## src/rtl/psk_frame_arbiter.sv

```systemverilog
// Frame-locked round-robin arbiter sharing the 1 MHz symbol stream between two sources.
// Zero-latency pass-through while granted; tready follows downstream only for the granted source.
module psk_frame_arbiter #(
    parameter int DATA_WIDTH    = 32,
    parameter int GAP_TICKS     = 4,
    parameter int TIMEOUT_TICKS = 64
) (
    input  logic                  clk,
    input  logic                  rst_n,
    input  logic                  ce_1m,
    input  logic [DATA_WIDTH-1:0] s0_axis_tdata,
    input  logic                  s0_axis_tvalid,
    output logic                  s0_axis_tready,
    input  logic                  s0_axis_tlast,
    input  logic [DATA_WIDTH-1:0] s1_axis_tdata,
    input  logic                  s1_axis_tvalid,
    output logic                  s1_axis_tready,
    input  logic                  s1_axis_tlast,
    output logic [DATA_WIDTH-1:0] m_axis_tdata,
    output logic                  m_axis_tvalid,
    input  logic                  m_axis_tready,
    output logic                  m_axis_tlast,
    output logic                  m_axis_tuser,
    output logic [15:0]           frame_count,
    output logic                  timeout_pulse,
    output logic                  busy
);

    typedef enum logic [1:0] {IDLE = 2'd0, GRANT = 2'd1, GAP = 2'd2} state_t;

    localparam logic [7:0]  GAP_END = 8'(GAP_TICKS);
    localparam logic [15:0] TMO_END = 16'(TIMEOUT_TICKS);
    localparam state_t      POST_ST = (GAP_TICKS > 0) ? GAP : IDLE;

    state_t      state, state_nxt;
    logic        grant, grant_nxt;
    logic        last_grant, last_grant_nxt;
    logic [7:0]  gap_cnt, gap_cnt_nxt;
    logic [15:0] tmo_cnt, tmo_cnt_nxt;
    logic [15:0] frame_cnt;
    logic        frame_end;
    logic        tmo_fire;
    logic        sel_vld;
    logic        sel_last;

    assign sel_vld     = grant ? s1_axis_tvalid : s0_axis_tvalid;
    assign sel_last    = grant ? s1_axis_tlast  : s0_axis_tlast;
    assign frame_count = frame_cnt;

    always_ff @(posedge clk or negedge rst_n) begin
        if (!rst_n) begin
            state         <= IDLE;
            grant         <= 1'b0;
            last_grant    <= 1'b1;
            gap_cnt       <= '0;
            tmo_cnt       <= '0;
            timeout_pulse <= 1'b0;
        end else begin
            state         <= state_nxt;
            grant         <= grant_nxt;
            last_grant    <= last_grant_nxt;
            gap_cnt       <= gap_cnt_nxt;
            tmo_cnt       <= tmo_cnt_nxt;
            timeout_pulse <= tmo_fire;
        end
    end

    // Only written on a completed frame, so it holds between frames.
    always_ff @(posedge clk or negedge rst_n) begin
        if (!rst_n) begin
            frame_cnt <= '0;
        end else if (frame_end) begin
            frame_cnt <= frame_cnt + 16'd1;
        end
    end

    always_comb begin
        state_nxt      = state;
        grant_nxt      = grant;
        last_grant_nxt = last_grant;
        gap_cnt_nxt    = gap_cnt;
        tmo_cnt_nxt    = tmo_cnt;
        frame_end      = 1'b0;
        tmo_fire       = 1'b0;
        case (state)
            IDLE: begin
                if (ce_1m && (s0_axis_tvalid || s1_axis_tvalid)) begin
                    // Contention goes to whoever did not own the previous frame.
                    grant_nxt   = (s0_axis_tvalid && s1_axis_tvalid) ? ~last_grant : s1_axis_tvalid;
                    tmo_cnt_nxt = '0;
                    state_nxt   = GRANT;
                end
            end
            GRANT: begin
                if (ce_1m) begin
                    if (sel_vld) begin
                        tmo_cnt_nxt = '0;
                        if (m_axis_tready && sel_last) begin
                            frame_end      = 1'b1;
                            last_grant_nxt = grant;
                            gap_cnt_nxt    = '0;
                            state_nxt      = POST_ST;
                        end
                    end else if (tmo_cnt + 16'd1 == TMO_END) begin
                        tmo_fire       = 1'b1;
                        last_grant_nxt = grant;
                        gap_cnt_nxt    = '0;
                        tmo_cnt_nxt    = '0;
                        state_nxt      = POST_ST;
                    end else begin
                        tmo_cnt_nxt = tmo_cnt + 16'd1;
                    end
                end
            end
            GAP: begin
                if (ce_1m) begin
                    gap_cnt_nxt = gap_cnt + 8'd1;
                    if (gap_cnt + 8'd1 == GAP_END) begin
                        state_nxt = IDLE;
                    end
                end
            end
            default: state_nxt = IDLE;
        endcase
    end

    always_comb begin
        m_axis_tdata   = '0;
        m_axis_tvalid  = 1'b0;
        m_axis_tlast   = 1'b0;
        m_axis_tuser   = 1'b0;
        s0_axis_tready = 1'b0;
        s1_axis_tready = 1'b0;
        busy           = (state != IDLE);
        if (state == GRANT) begin
            m_axis_tdata   = grant ? s1_axis_tdata : s0_axis_tdata;
            m_axis_tvalid  = sel_vld;
            m_axis_tlast   = sel_last;
            m_axis_tuser   = grant;
            s0_axis_tready = ~grant & m_axis_tready;
            s1_axis_tready = grant & m_axis_tready;
        end
    end

endmodule

```

## config.mk

```make
export PLATFORM = sky130hd
export DESIGN_NAME = psk_frame_arbiter
export DESIGN_NICKNAME = d
export VERILOG_FILES = /design/src/rtl/psk_frame_arbiter.sv
export SDC_FILE = /design/constraint.sdc
export NUM_CORES = 1
export LEC_CHECK = 0
export CORE_ASPECT_RATIO = 0.9
export CORE_MARGIN = 4
export CORE_UTILIZATION = 40
export CTS_CLUSTER_DIAMETER = 120
export DETAILED_ROUTE_END_ITERATION = 10
export PLACE_DENSITY = 0.76
export SLEW_MARGIN = 25
export SYNTH_ARGS = -nofsm -noshare
export SYNTH_HDL_FRONTEND = slang
export SYNTH_SLANG_ARGS = --single-unit
```

## constraint.sdc

```tcl
create_clock -name clk -period 2.6 [get_ports clk]
set_input_delay 0.52 -clock clk [delete_from_list [all_inputs] [get_ports clk]]
set_output_delay 0.52 -clock clk [all_outputs]
set_load 0.05 [all_outputs]
```

==> results.py <==
metrics = {
    "sta": {
        "period_share": 0.908,
        "max_freq_ghz": 0.424,
        "final_hold_viol_count": 0,
        "maxSlewHeadroom": 0.626,
        "finalClockSkew_ps": 4.18,
        "rsz0062_at_grt": "no",
        "setup_slack_ps": 240,
        "finalCriticalPeriod_ps": 2360,
        "tightest_slew_ps": 562,
        "finalMaxSlewViolations": 0,
        "tns_ps": 0,
        "finalSetupViolations": 0,
    },
    "route": {
        "first_pass_iters": 4,
        "drt_iter0_markers": 169,
        "via_per_inst": 5.34,
        "drt-total-wl_um": 9090,
        "wl_per_cell_um": 16.2,
        "num_vias": 2995,
        "drc": 0,
        "ant_nets": 0,
    },
    "clocking": {
        "cts_max_level": 2,
        "cts_hold_buf": 0,
        "max-clock-path-buffers": 2,
        "clk_pin_slew_ps": 80,
        "cts_setup_buffers": 0,
        "cts-root-buf": "clkbuf_8",
        "cts_made_buffers": 5,
        "cts_tree": "yes",
        "ctsResizeCount": 0,
        "clock_latency_ps": 290,
        "clock-sinks": 45,
    },
    "yosys": {
        "synth.avg_cell_area_um2": 8.87,
        "ys_seq_area_frac": 0.373,
        "netlist_area_um2": 3030,
        "async_reset_ff_frac": 1.00,
        "synth-edff-count": 0,
        "yosysWarnings": 0,
        "syn-num-nets": 417,
        "ys_ff_latch": 45,
        "ys_types": 54,
        "ys.flop_type": "dfrtp_1",
        "syn-instance-count": 341,
    },
    "critical_path": {
        "crit_fanout": 13,
        "crit_path_end_kind": "output port",
        "cp-start-kind": "flip-flop",
        "cp.required_ps": 2080,
        "critical_path_class": "flip-flop to output port",
        "worstPathArrival_ps": 1840,
    },
    "final_layout": {
        "drive_above_1_share": 0.162,
        "syn2layout_area_growth_pct": 60.4,
        "final_cell_area_um2": 4850,
        "n_antenna_cell": 0,
        "nNetsFinal": 543,
        "fin_cells": 561,
    },
    "die": {
        "core_area_um2": 7180,
        "row_count": 29,
        "pin_count": 127,
        "start_util": 0.421,
        "fp.dieH_um": 90.5,
        "die_x_um": 99.7,
        "die_area_um2": 9020,
    },
    "place": {
        "port-buffer-count": 126,
        "placedCellCount": 553,
        "post-place-ws_ps": 54.5,
        "dp_hpwl_um": 7200,
        "place_area_um2": 4770,
        "gp_congestion": 0.839,
    },
    "power_and_ir_drop": {
        "power_density_nw_per_um2": 974,
        "leakagePower_uw": 0.00219,
        "ir_drop_v": 0.000895,
    },
    "min_path": {
        "hold_path_class": "input port to async pin",
    },
    "grt": {
        "grt-ovfl-total": 0,
        "grt_pass1_vias": 3033,
        "grt_first_pass_wirelength_um": 14800,
        "grt_antenna_before_repair": 0,
        "grt_max_degree": 46,
        "grt.total_usage": 0.202,
    },
    "run_status": {
        "status": "finished clean",
    },
    "job": {
        "cap_violations": 0,
    },
}
==> routing by layer <==
layer	GRT usage	wire, µm	vias up
met2	0.361	4680	124
met4	0.0375	44	0
met1	0.212	3210	1403
li1	-	-	1462
met3	0.105	1150	6
met5	0	0	-
==> report_power, final <==
group          total (µW)  switching [µW]  internal, µW
combinational        3430            1930          1510
clock                 413             224           189
sequential            881             106           775
==> flip-flops by register name, indices dropped and copies added, names as in the netlist <==
name,flops
state,2
grant,1
tmo_cnt,16
gap_cnt,8
last_grant,1
frame_count,16
timeout_pulse,1
==> layout make-up <==
cell class | count | area, µm²
clock inverter | 1 | 5.00
clock buffer | 7 | 76.3
inverter | 7 | 26.3
timing repair buffer | 135 | 1680
multi-input combinational | 273 | 1820
sequential | 45 | 1130
fill | 560 | 2330
tap | 93 | 116
==> worst paths after layout <==
kind                                              from                           to  slack (ps)  cells after the start
setup / recovery                  state[0]$_DFFE_PN0P_                         busy         240                      2
hold / removal                                   rst_n  frame_count[11]$_DFFE_PN0P_         210                      1
setup reg to reg                tmo_cnt[3]$_DFFE_PN0P_      tmo_cnt[10]$_DFFE_PN0P_         270                      6
hold reg to reg            frame_count[15]$_DFFE_PN0P_  frame_count[15]$_DFFE_PN0P_         470                      1
max in group asynchronous                        rst_n            grant$_DFFE_PN0P_        1970                      1
min in group clk           frame_count[15]$_DFFE_PN0P_  frame_count[15]$_DFFE_PN0P_         470                      1
==> synthesized netlist by cell type, types with 3 or more instances <==
cell type / instances / area [µm²]
and3_1: 5 / 31.3
nand3_1: 25 / 125
a31oi_1: 3 / 18.8
nand4_1: 5 / 31.3
mux2i_1: 36 / 360
or2_2: 4 / 25.0
o21ai_0: 6 / 30.0
clkbuf_1: 13 / 48.8
nor2_1: 60 / 225
nor3_1: 10 / 50.1
xor2_1: 15 / 131
o311ai_1: 6 / 52.6
xnor2_1: 10 / 87.6
nand2_1: 35 / 131
ha_1: 4 / 50.1
inv_1: 7 / 26.3
dfrtp_1: 44 / 1100
a211o_1: 3 / 26.3
==> placed cells by master, fill, tap and decap left out, drive strengths merged, types with 6 or more instances in the layout <==
cell / n
nand2: 35
xor2: 15
nor2: 60
o311ai: 8
inv: 7
nand4: 7
clkbuf: 7
dfrtp: 44
clkdlybuf4s50: 88
nand3: 27
buf: 47
nor3: 10
o21ai: 6
xnor2: 10
mux2i: 36
==> critical path, stage by stage, from the launching register on <==
cell and delay, ps:
dfrtp_1 520, or2_2 330, clkdlybuf4s50_1 700
==> kinds of logic after synthesis <==
| family | count (synthesis) | share of synthesized area |
|---|---|---|
| simple gates | 172 | 0.288 |
| flops | 45 | 0.373 |
| mux | 40 | 0.136 |
| compound gates | 32 | 0.0852 |
| xor+xnor | 25 | 0.0724 |
| buf+inv | 23 | 0.0290 |
| fa+ha+maj | 4 | 0.0165 |
==> metrics by stage <==
stage	utilization	hold WS (ps)	power (µW)
after floorplan	-	224	2710
after global placement	0.664	465	4310
after detailed placement	0.664	465	4340
after CTS	0.675	408	4770
after global routing	0.675	254	4950
final	0.675	214	4720
(Power assumes the default switching activity.)
